## src/rtl/tlp_trigger_param.sv

```systemverilog
// -----------------------------------------------------------------------------
// tlp_trigger_param
//   Watches the committed write pointer (clk156 domain) and the committed read
//   pointer (250 MHz PCIe domain) of the RX buffer. Requests full-payload TLPs,
//   flushes partial data after a programmable timeout, and tracks the write
//   offset inside the current host huge page so that a page change is
//   requested before the page would overflow.
//
// Ports
//   clk156, reset_n                 : clock, asynchronous active-low reset
//   enable                          : 0 = no new transaction starts
//   timeout_cycles                  : flush timeout in clk156 cycles (0 = off)
//   commited_wr_address             : write pointer (clk156 domain)
//   commited_rd_address             : read pointer (250 MHz, Gray-stable)
//   trigger_tlp_ack                 : 250 MHz level ack of trigger_tlp
//   change_huge_page_ack            : 250 MHz level ack of change_huge_page
//   trigger_tlp                     : TLP request (four-phase)
//   change_huge_page                : page-change request (four-phase)
//   send_last_tlp_change_huge_page  : this TLP closes the page
//   qwords_to_send                  : TLP payload size in QWORDs
//   tlp_page_offset                 : QWORD offset of this TLP in the page
//   pages_completed                 : wrapping count of completed page changes
//   commited_rd_address_out         : synchronised read pointer
//   commited_wr_address_out         : write pointer, combinational pass-through
// -----------------------------------------------------------------------------
module tlp_trigger_param #(
    parameter int ADDR_W            = 10,
    parameter int MAX_PL_QW         = 16,
    parameter int PAGE_LOG2         = 18,
    parameter int PAGE_HDR_QW       = 16,
    parameter int FLUSH_CLOSES_PAGE = 1
) (
    input  logic                           clk156,
    input  logic                           reset_n,
    input  logic                           enable,
    input  logic [27:0]                    timeout_cycles,
    input  logic [ADDR_W-1:0]              commited_wr_address,
    input  logic [ADDR_W-1:0]              commited_rd_address,
    input  logic                           trigger_tlp_ack,
    input  logic                           change_huge_page_ack,
    output logic                           trigger_tlp,
    output logic                           change_huge_page,
    output logic                           send_last_tlp_change_huge_page,
    output logic [$clog2(MAX_PL_QW):0]     qwords_to_send,
    output logic [PAGE_LOG2-1:0]           tlp_page_offset,
    output logic [15:0]                    pages_completed,
    output logic [ADDR_W-1:0]              commited_rd_address_out,
    output logic [ADDR_W-1:0]              commited_wr_address_out
);

    localparam int QW_W  = $clog2(MAX_PL_QW) + 1;
    // One extra bit so that an offset of exactly one full page is representable
    localparam int OFF_W = PAGE_LOG2 + 1;

    localparam logic [OFF_W-1:0]  PAGE_SIZE  = {1'b1, {PAGE_LOG2{1'b0}}};
    localparam logic [OFF_W-1:0]  PAGE_HDR   = OFF_W'(PAGE_HDR_QW);
    localparam logic [ADDR_W-1:0] MAX_PL_A   = ADDR_W'(MAX_PL_QW);
    localparam logic [QW_W-1:0]   MAX_PL_Q   = QW_W'(MAX_PL_QW);
    localparam logic [27:0]       TIMER_MAX  = {28{1'b1}};
    localparam logic              CLOSE_EN   = (FLUSH_CLOSES_PAGE != 0);

    typedef enum logic [2:0] {
        IDLE   = 3'd0,
        CHECK  = 3'd1,
        TLP_HI = 3'd2,
        TLP_LO = 3'd3,
        CHG_HI = 3'd4,
        CHG_LO = 3'd5
    } state_t;

    state_t            state_r;
    logic [ADDR_W-1:0] rd_meta_r, rd_s_r;
    logic              tack_meta_r, tack_s_r;
    logic              cack_meta_r, cack_s_r;
    logic [ADDR_W-1:0] diff_r;
    logic [27:0]       timer_r;
    logic [QW_W-1:0]   n_r;
    logic              flush_r;
    logic              forced_r;
    logic [OFF_W-1:0]  page_off_r;

    logic              diff_nz_s;
    logic              diff_full_s;
    logic              start_full_s;
    logic              start_flush_s;
    logic [OFF_W-1:0]  page_end_s;
    logic              overflow_s;

    assign commited_rd_address_out = rd_s_r;
    assign commited_wr_address_out = commited_wr_address;

    // Start conditions and page-overflow check for the next TLP
    always_comb begin
        diff_nz_s     = (diff_r != {ADDR_W{1'b0}});
        diff_full_s   = (diff_r >= MAX_PL_A);
        start_full_s  = 1'b0;
        start_flush_s = 1'b0;
        if (enable && diff_full_s) begin
            start_full_s = 1'b1;
        end else if (enable && (timeout_cycles != 28'd0) &&
                     (timer_r >= timeout_cycles) && diff_nz_s) begin
            start_flush_s = 1'b1;
        end else begin
            start_full_s  = 1'b0;
            start_flush_s = 1'b0;
        end
        page_end_s = page_off_r + OFF_W'(n_r);
        overflow_s = (page_end_s > PAGE_SIZE);
    end

    // Two-flop synchronisers for the PCIe-domain read pointer and acks
    always_ff @(posedge clk156 or negedge reset_n) begin
        if (!reset_n) begin
            rd_meta_r   <= {ADDR_W{1'b0}};
            rd_s_r      <= {ADDR_W{1'b0}};
            tack_meta_r <= 1'b0;
            tack_s_r    <= 1'b0;
            cack_meta_r <= 1'b0;
            cack_s_r    <= 1'b0;
        end else begin
            rd_meta_r   <= commited_rd_address;
            rd_s_r      <= rd_meta_r;
            tack_meta_r <= trigger_tlp_ack;
            tack_s_r    <= tack_meta_r;
            cack_meta_r <= change_huge_page_ack;
            cack_s_r    <= cack_meta_r;
        end
    end

    // Pending QWORD count; modular subtraction absorbs pointer wrap
    always_ff @(posedge clk156 or negedge reset_n) begin
        if (!reset_n) begin
            diff_r <= {ADDR_W{1'b0}};
        end else begin
            diff_r <= commited_wr_address - rd_s_r;
        end
    end

    // Saturating flush timer: counts idle cycles with a partial payload pending
    always_ff @(posedge clk156 or negedge reset_n) begin
        if (!reset_n) begin
            timer_r <= 28'd0;
        end else if ((state_r == IDLE) && !start_full_s && !start_flush_s &&
                     diff_nz_s && !diff_full_s) begin
            if (timer_r != TIMER_MAX) begin
                timer_r <= timer_r + 28'd1;
            end
        end else begin
            timer_r <= 28'd0;
        end
    end

    // Request FSM with registered handshake outputs and page bookkeeping
    always_ff @(posedge clk156 or negedge reset_n) begin
        if (!reset_n) begin
            state_r                        <= IDLE;
            n_r                            <= {QW_W{1'b0}};
            flush_r                        <= 1'b0;
            forced_r                       <= 1'b0;
            page_off_r                     <= PAGE_HDR;
            trigger_tlp                    <= 1'b0;
            change_huge_page               <= 1'b0;
            send_last_tlp_change_huge_page <= 1'b0;
            qwords_to_send                 <= {QW_W{1'b0}};
            tlp_page_offset                <= {PAGE_LOG2{1'b0}};
            pages_completed                <= 16'd0;
        end else begin
            case (state_r)
                IDLE: begin
                    if (start_full_s) begin
                        n_r     <= MAX_PL_Q;
                        flush_r <= 1'b0;
                        state_r <= CHECK;
                    end else if (start_flush_s) begin
                        // diff < MAX_PL_QW here, so it fits the payload width
                        n_r     <= diff_r[QW_W-1:0];
                        flush_r <= 1'b1;
                        state_r <= CHECK;
                    end
                end
                CHECK: begin
                    if (overflow_s) begin
                        change_huge_page <= 1'b1;
                        forced_r         <= 1'b1;
                        state_r          <= CHG_HI;
                    end else begin
                        qwords_to_send                 <= n_r;
                        tlp_page_offset                <= page_off_r[PAGE_LOG2-1:0];
                        send_last_tlp_change_huge_page <= flush_r & CLOSE_EN;
                        trigger_tlp                    <= 1'b1;
                        state_r                        <= TLP_HI;
                    end
                end
                TLP_HI: begin
                    if (tack_s_r) begin
                        trigger_tlp <= 1'b0;
                        page_off_r  <= page_off_r + OFF_W'(qwords_to_send);
                        state_r     <= TLP_LO;
                    end
                end
                TLP_LO: begin
                    if (!tack_s_r) begin
                        if (send_last_tlp_change_huge_page) begin
                            send_last_tlp_change_huge_page <= 1'b0;
                            change_huge_page               <= 1'b1;
                            forced_r                       <= 1'b0;
                            state_r                        <= CHG_HI;
                        end else begin
                            state_r <= IDLE;
                        end
                    end
                end
                CHG_HI: begin
                    if (cack_s_r) begin
                        change_huge_page <= 1'b0;
                        page_off_r       <= PAGE_HDR;
                        pages_completed  <= pages_completed + 16'd1;
                        state_r          <= CHG_LO;
                    end
                end
                CHG_LO: begin
                    if (!cack_s_r) begin
                        // A forced change retries the same payload on the new page
                        state_r <= forced_r ? CHECK : IDLE;
                    end
                end
                default: begin
                    state_r <= IDLE;
                end
            endcase
        end
    end

endmodule

```

## config.mk

```make
export PLATFORM = sky130hd
export DESIGN_NAME = tlp_trigger_param
export DESIGN_NICKNAME = d
export VERILOG_FILES = /design/src/rtl/tlp_trigger_param.sv
export SDC_FILE = /design/constraint.sdc
export NUM_CORES = 1
export LEC_CHECK = 0
export ABC_AREA = 1
export BUFFER_PORTS_ARGS = -buffer_cell sky130_fd_sc_hd__buf_2
export CORE_ASPECT_RATIO = 1.75
export CORE_MARGIN = 1
export CORE_UTILIZATION = 35
export CTS_BUF_LIST = sky130_fd_sc_hd__clkbuf_8 sky130_fd_sc_hd__clkbuf_16
export DETAILED_ROUTE_END_ITERATION = 7
export PLACE_DENSITY = 0.64
export SYNTH_ARGS = -nofsm -noshare
export SYNTH_HDL_FRONTEND = slang
export SYNTH_SLANG_ARGS = --single-unit
```

## constraint.sdc

```tcl
create_clock -name clk156 -period 7.7 [get_ports clk156]
set_clock_uncertainty 0.1 [all_clocks]
set_input_delay 0.385 -clock clk156 [delete_from_list [all_inputs] [get_ports clk156]]
set_output_delay 0.385 -clock clk156 [all_outputs]
set_load 0.02 [all_outputs]
```

# After elaboration in Yosys (flattened, before gate mapping)
# Index checks and enable logic that the tools add are counted.
dict set report op_classes {
  n_div 0
  bitwise_logic 1
  n_addsub 5
  n_lt_le_gt_ge 3
  multipliers 0
  n_eq_ne 15
  n_reduce_logical 28
  n_mux 36
  n_shift 0
}
# op n
set op_table {}
lappend op_table {{28-bit two-way mux} 2}
lappend op_table {{19-bit by 5-bit adder with 19-bit output} 2}
lappend op_table {{19-bit two-way mux} 2}
lappend op_table {{19-bit one-hot mux with 2 select lines} 1}
lappend op_table {{28-bit by 1-bit adder with 28-bit output, second input constant} 1}
lappend op_table {{28-bit greater-or-equal comparator} 1}
lappend op_table {{28-bit inequality test, second input constant} 1}
lappend op_table {{28-bit nonzero test} 1}
lappend op_table {{3-bit two-way mux} 8}
lappend op_table {{19-bit greater-than comparator, second input constant} 1}
lappend op_table {{3-bit one-hot mux with 6 select lines} 1}
lappend op_table {{16-bit by 1-bit adder with 16-bit output, second input constant} 1}
lappend op_table {{1-bit two-way mux} 16}
lappend op_table {{2-bit inequality test, second input constant} 7}
lappend op_table {{10-bit by 5-bit greater-or-equal comparator with 1-bit output, second input constant} 1}
lappend op_table {{5-bit two-way mux} 2}
lappend op_table {{5-bit AND reduction} 2}
lappend op_table {{10-bit nonzero test} 1}
lappend op_table {{10-bit subtractor} 1}
lappend op_table {{3-bit AND reduction} 3}
lappend op_table {{1-bit logical AND} 8}
lappend op_table {{2-bit nonzero test} 4}
lappend op_table {{3-bit by 2-bit equality test with 1-bit output, second input constant} 2}
lappend op_table {{3-bit equality test, second input constant} 2}
lappend op_table {{other kinds (11)} 17}
dict set report totals {
  romBits 0
  inputBits 53
  regBits 133
  wordCells 107
  memories 0
  latch_bits 0
  out_inout_bits 62
  ram_bits 0
}

# Depth between registers and ports, before layout
dict set report logic_depth {
  ltp_word 11
  depth_mapped 20
}

# Least setup slack after synthesis
# No wires, ideal clock.
dict set report synth_timing {
  path_type {reg-to-reg}
  startpoint {reg n_r[0]}
  endpoint {reg qwords_to_send[1]}
  stages_incl_launch_ff 21
  t_arrival_ns 2.262
  setup_ns 0.119
  required_ns 7.481
  path_buffers 1
  slack_ns 5.219
  synth_period_minus_slack_ns 2.481
  cell_sequence {dfrtp_1 -> ha_1 -> inv_1 -> fa_1 -> inv_1 -> nand2_1 -> nand2_1 -> nand3_1 -> nand2_1 -> nand2_1 -> nand2_1 -> nand2_1 -> nor2_1 -> nand2_1 -> nor2_1 -> nand2_2 -> nand2_4 -> nand2_4 -> buf_6 -> nand2_1 -> o21ai_2}
}
dict set report synth_between {
  elab_chain_len 4
}
# element line_no
set synth_lines {}
lappend synth_lines {{from (decl)} 77} ;# logic [QW_W-1:0] n_r;
lappend synth_lines {{from (signal assigned)} 157} ;# n_r <= {QW_W{1'b0}};
lappend synth_lines {{from (signal assigned)} 176} ;# n_r <= diff_r[QW_W-1:0];
lappend synth_lines {{19-bit by 5-bit adder with 19-bit output} 107} ;# page_end_s = page_off_r + OFF_W'(n_r);
lappend synth_lines {{19-bit greater-than comparator} 108} ;# overflow_s = (page_end_s > PAGE_SIZE);
lappend synth_lines {{1-bit NOT (no line)} n/a}
lappend synth_lines {{2-bit AND reduction (no line)} n/a}
lappend synth_lines {{to (signal assigned)} 164} ;# qwords_to_send <= {QW_W{1'b0}};
lappend synth_lines {{to (signal assigned)} 187} ;# qwords_to_send <= n_r;
lappend synth_lines {{to (decl)} 44} ;# output logic [$clog2(MAX_PL_QW):0] qwords_to_send,
# No other way between the ends.
# A chain may end at the register's enable or synchronous reset.

# Worst setup path after layout
dict set report layout_timing {
  startpoint {reg n_r[0]}
  endpoint {reg forced_r}
}
dict set report layout_between {
  elab_chain_len 4
}
# element line_no
set layout_lines {}
lappend layout_lines {{19-bit by 5-bit adder with 19-bit output} 107}
lappend layout_lines {{19-bit greater-than comparator} 108}
lappend layout_lines {{2-bit inequality test (no line)} n/a}
lappend layout_lines {{4-bit AND reduction (no line)} n/a}
lappend layout_lines {{to (signal assigned)} 159} ;# forced_r <= 1'b0;
lappend layout_lines {{to (signal assigned)} 184} ;# forced_r <= 1'b1;
lappend layout_lines {{to (signal assigned)} 206} ;# forced_r <= 1'b0;
lappend layout_lines {{to (decl)} 79} ;# logic forced_r;
# No other way between the ends.

==> reports/qor.yml <==
synthesis:
  syn_avg_cell_area_um2: 8.17
  ys_seq_area_share_pct: 43.9
  postSynthCellCount: 928
  netlist_area_um2: 7580
  yosysWarnings: 0
  syn_nets: 1033
  synth.ff_latch_count: 133
  synth_cell_type_count: 46
floorplan:
  boundaryPins: 115
  start_util_pct: 35.9
  rows: 70
  die_y_um: 197
  core_area_um2: 21100
  die_area_um2: 22300
  die_width_um: 113
place:
  post-place-ws_ns: 4.54
  placed_area_um2: 8390
  dp.final_hpwl_mm: 14.2
  place.port_buffers: 114
  routabilityCongestion: 0.913
  dpl.cell_count: 1313
setup_path:
  worstPathBufferInverterCount: 2
  crit_path_start_kind: "flop"
  crit_top_cell: "nand2_1"
  crit_arrival_ns: 3.39
  critPathRequiredTime_ns: 7.90
  cp-end-kind: "flop"
  cp_slowest_cell: "nand2_4"
  max_stage_delay_ns: 0.43
  cpLargestDelayFamily: "simple AND/OR/NAND/NOR gates"
  path_max_fanout: 45
  path_class: "reg -> reg"
  cp_cell_sequence: "ha_1 > inv_1 > fa_1 > inv_1 > nand2_1 > nand2_1 > nand3_1 > nand2_1 > nand2_1 > xor2_1 > nand2_1 > nor2_1 > nand2_2 > nand2_4 > nand2_4 > nand3_1 > nand2_1 > nand2_1"
timing:
  finalHoldViolCount: 0
  tightest_slew_ns: 0.934
  relSlewSlack_pct: 37.6
  fin_ws_ns: 4.51
  tns_ns: 0
  drv_slew: 0
  max_freq_ghz: 0.314
  period_needed_ns: 3.19
  finalCritPeriodShare_pct: 41.4
  rsz0062_at_grt: "false"
  whs_ns: 0.221
  setup_violations: 0
clocking:
  cts_max_level: 4
  clkTransAtPathRegs_ns: 0.06
  cts_sinks: 133
  cts_buffer_depth: 2
  cts_tree: "done"
  clock_latency_ns: 0.42
  cts_buffers: 17
  cts-root-buf: "clkbuf_16"
route:
  first_pass_iters: 5
  drc: 0
  routedWlPerCell_um: 13.6
  totalWireLength_mm: 18.5
  vias: 6508
  drtAntennaViolNets: 0
  vias_per_cell: 4.79
  drt_iter0_drc: 265
global_routing:
  grt_max_degree: 75
  antenna_found_initial: 0
  grt.total_usage_pct: 17.8
  grt_pass1_wl_mm: 31.0
  grt_pass1_vias: 6689
  grt_overflow: 0
layout:
  num_antenna_cells: 0
  layout_commonest_cell: "nand2_1"
  drive_gt1_share_pct: 18.1
  syn_to_final_growth_pct: 20.7
  fin_area_um2: 9150
  utilization_pct: 43.3
  nets: 1162
  final_cell_mix: "221 x nand2_1, 132 x inv_1, 132 x dfrtp_1"
  finalNonFillerCells: 1358
min_path:
  hp-class: "in -> reg"
pwr:
  total_power_mw: 2.50
  leakage_nw: 4.65
  powerDensity_nw_per_um2: 273
  ir_drop_mv: 0.202
status:
  status: "finished clean"
job:
  cap_violations: 0
## cell usage after synthesis, drive strengths merged
| library cell | number | share of area [%] |
|---|---|---|
| o211ai | 2 | 0.20 |
| a31oi | 2 | 0.17 |
| and3 | 1 | 0.083 |
| xor2 | 22 | 2.5 |
| clkbuf | 3 | 0.15 |
| nand3b | 2 | 0.36 |
| o21ai | 48 | 4.1 |
| o2111ai | 1 | 0.12 |
| nor2 | 97 | 5.3 |
| o31ai | 1 | 0.099 |
| ha | 49 | 8.1 |
| o21bai | 2 | 0.20 |
| nor3 | 28 | 2.0 |
| nor3b | 3 | 0.30 |
| xnor2 | 12 | 1.4 |
| buf | 15 | 1.7 |
| a21boi | 1 | 0.099 |
| or3 | 1 | 0.083 |
| nor4 | 11 | 0.91 |
| nand2 | 227 | 12 |
| o22ai | 4 | 0.33 |
| dfstp | 1 | 0.35 |
| fa | 3 | 0.79 |
| or2 | 2 | 0.17 |
| o211a | 1 | 0.13 |
| a22oi | 2 | 0.20 |
| a21oi | 49 | 3.2 |
| a311oi | 1 | 0.12 |
| nand4 | 12 | 1.1 |
| a21o | 1 | 0.099 |
| and2 | 1 | 0.099 |
| nand3 | 56 | 3.8 |
| inv | 135 | 6.7 |
| dfrtp | 132 | 44 |
## per-layer routing
| metal | part of all wire (%) | global-route usage (%) |
|---|---|---|
| met5 | 0 | 0 |
| met4 | 4.5 | 11.0 |
| met3 | 2.9 | 3.54 |
| met2 | 54 | 33.4 |
| met1 | 38 | 17.7 |
## sequential cells by signal (all words and copies together) (netlist names), 3 cells and up
name / flops
state_r: 3
timer_r: 28
pages_completed: 16
page_off_r: 19
n_r: 5
diff_r: 10
rd_meta_r: 10
commited_rd_address_out: 10
qwords_to_send: 5
tlp_page_offset: 18
## worst paths after layout
kind,from,to,slack (ns),cells after the start
worst max-delay path,n_r[0],forced_r,4.51,18
worst min-delay path,commited_wr_address[0],diff_r[0],0.22,4
worst max register to register,n_r[0],forced_r,4.51,18
worst min register to register,rd_meta_r[6],commited_rd_address_out[6],0.25,0
max in group asynchronous,reset_n,pages_completed[7],5.73,3
min in group asynchronous,reset_n,timer_r[26],0.40,2
## final cells by class
cell class	count	area [um^2]
inverter	135	507
sequential	133	3330
multi-input combinational	642	3610
clock buffer	19	453
tap	288	360
fill	2127	12000
timing repair buffer	128	714
clock inverter	13	180
## cells by family (layout without fill, tap and decap cells)
logic type / after synthesis / in the layout / synth area share, %
AO/OA/AOI/OAI: 115 / 115 / 9.04
XOR/XNOR: 34 / 34 / 3.93
adder cells (fa/ha/maj): 52 / 52 / 8.88
buffers and inverters: 153 / 295 / 8.52
flip-flops: 133 / 133 / 43.9
AND/OR/NAND/NOR: 441 / 441 / 25.7
## where the power goes
part	internal [mW]	switching [mW]
registers	0.805	0.0933
logic	0.247	0.488
clock network	0.558	0.309
## worst min-delay path: stages
cell	delay, ns
buf_2	0.10
inv_1	0.06
ha_1	0.13
inv_1	0.03
## timing repair
action,in CTS,in global routing
gates resized for setup,0,0
hold buffers,13,0
hold endpoints to repair,70,0
setup buffers,0,0
(Power assumes the default switching activity.)
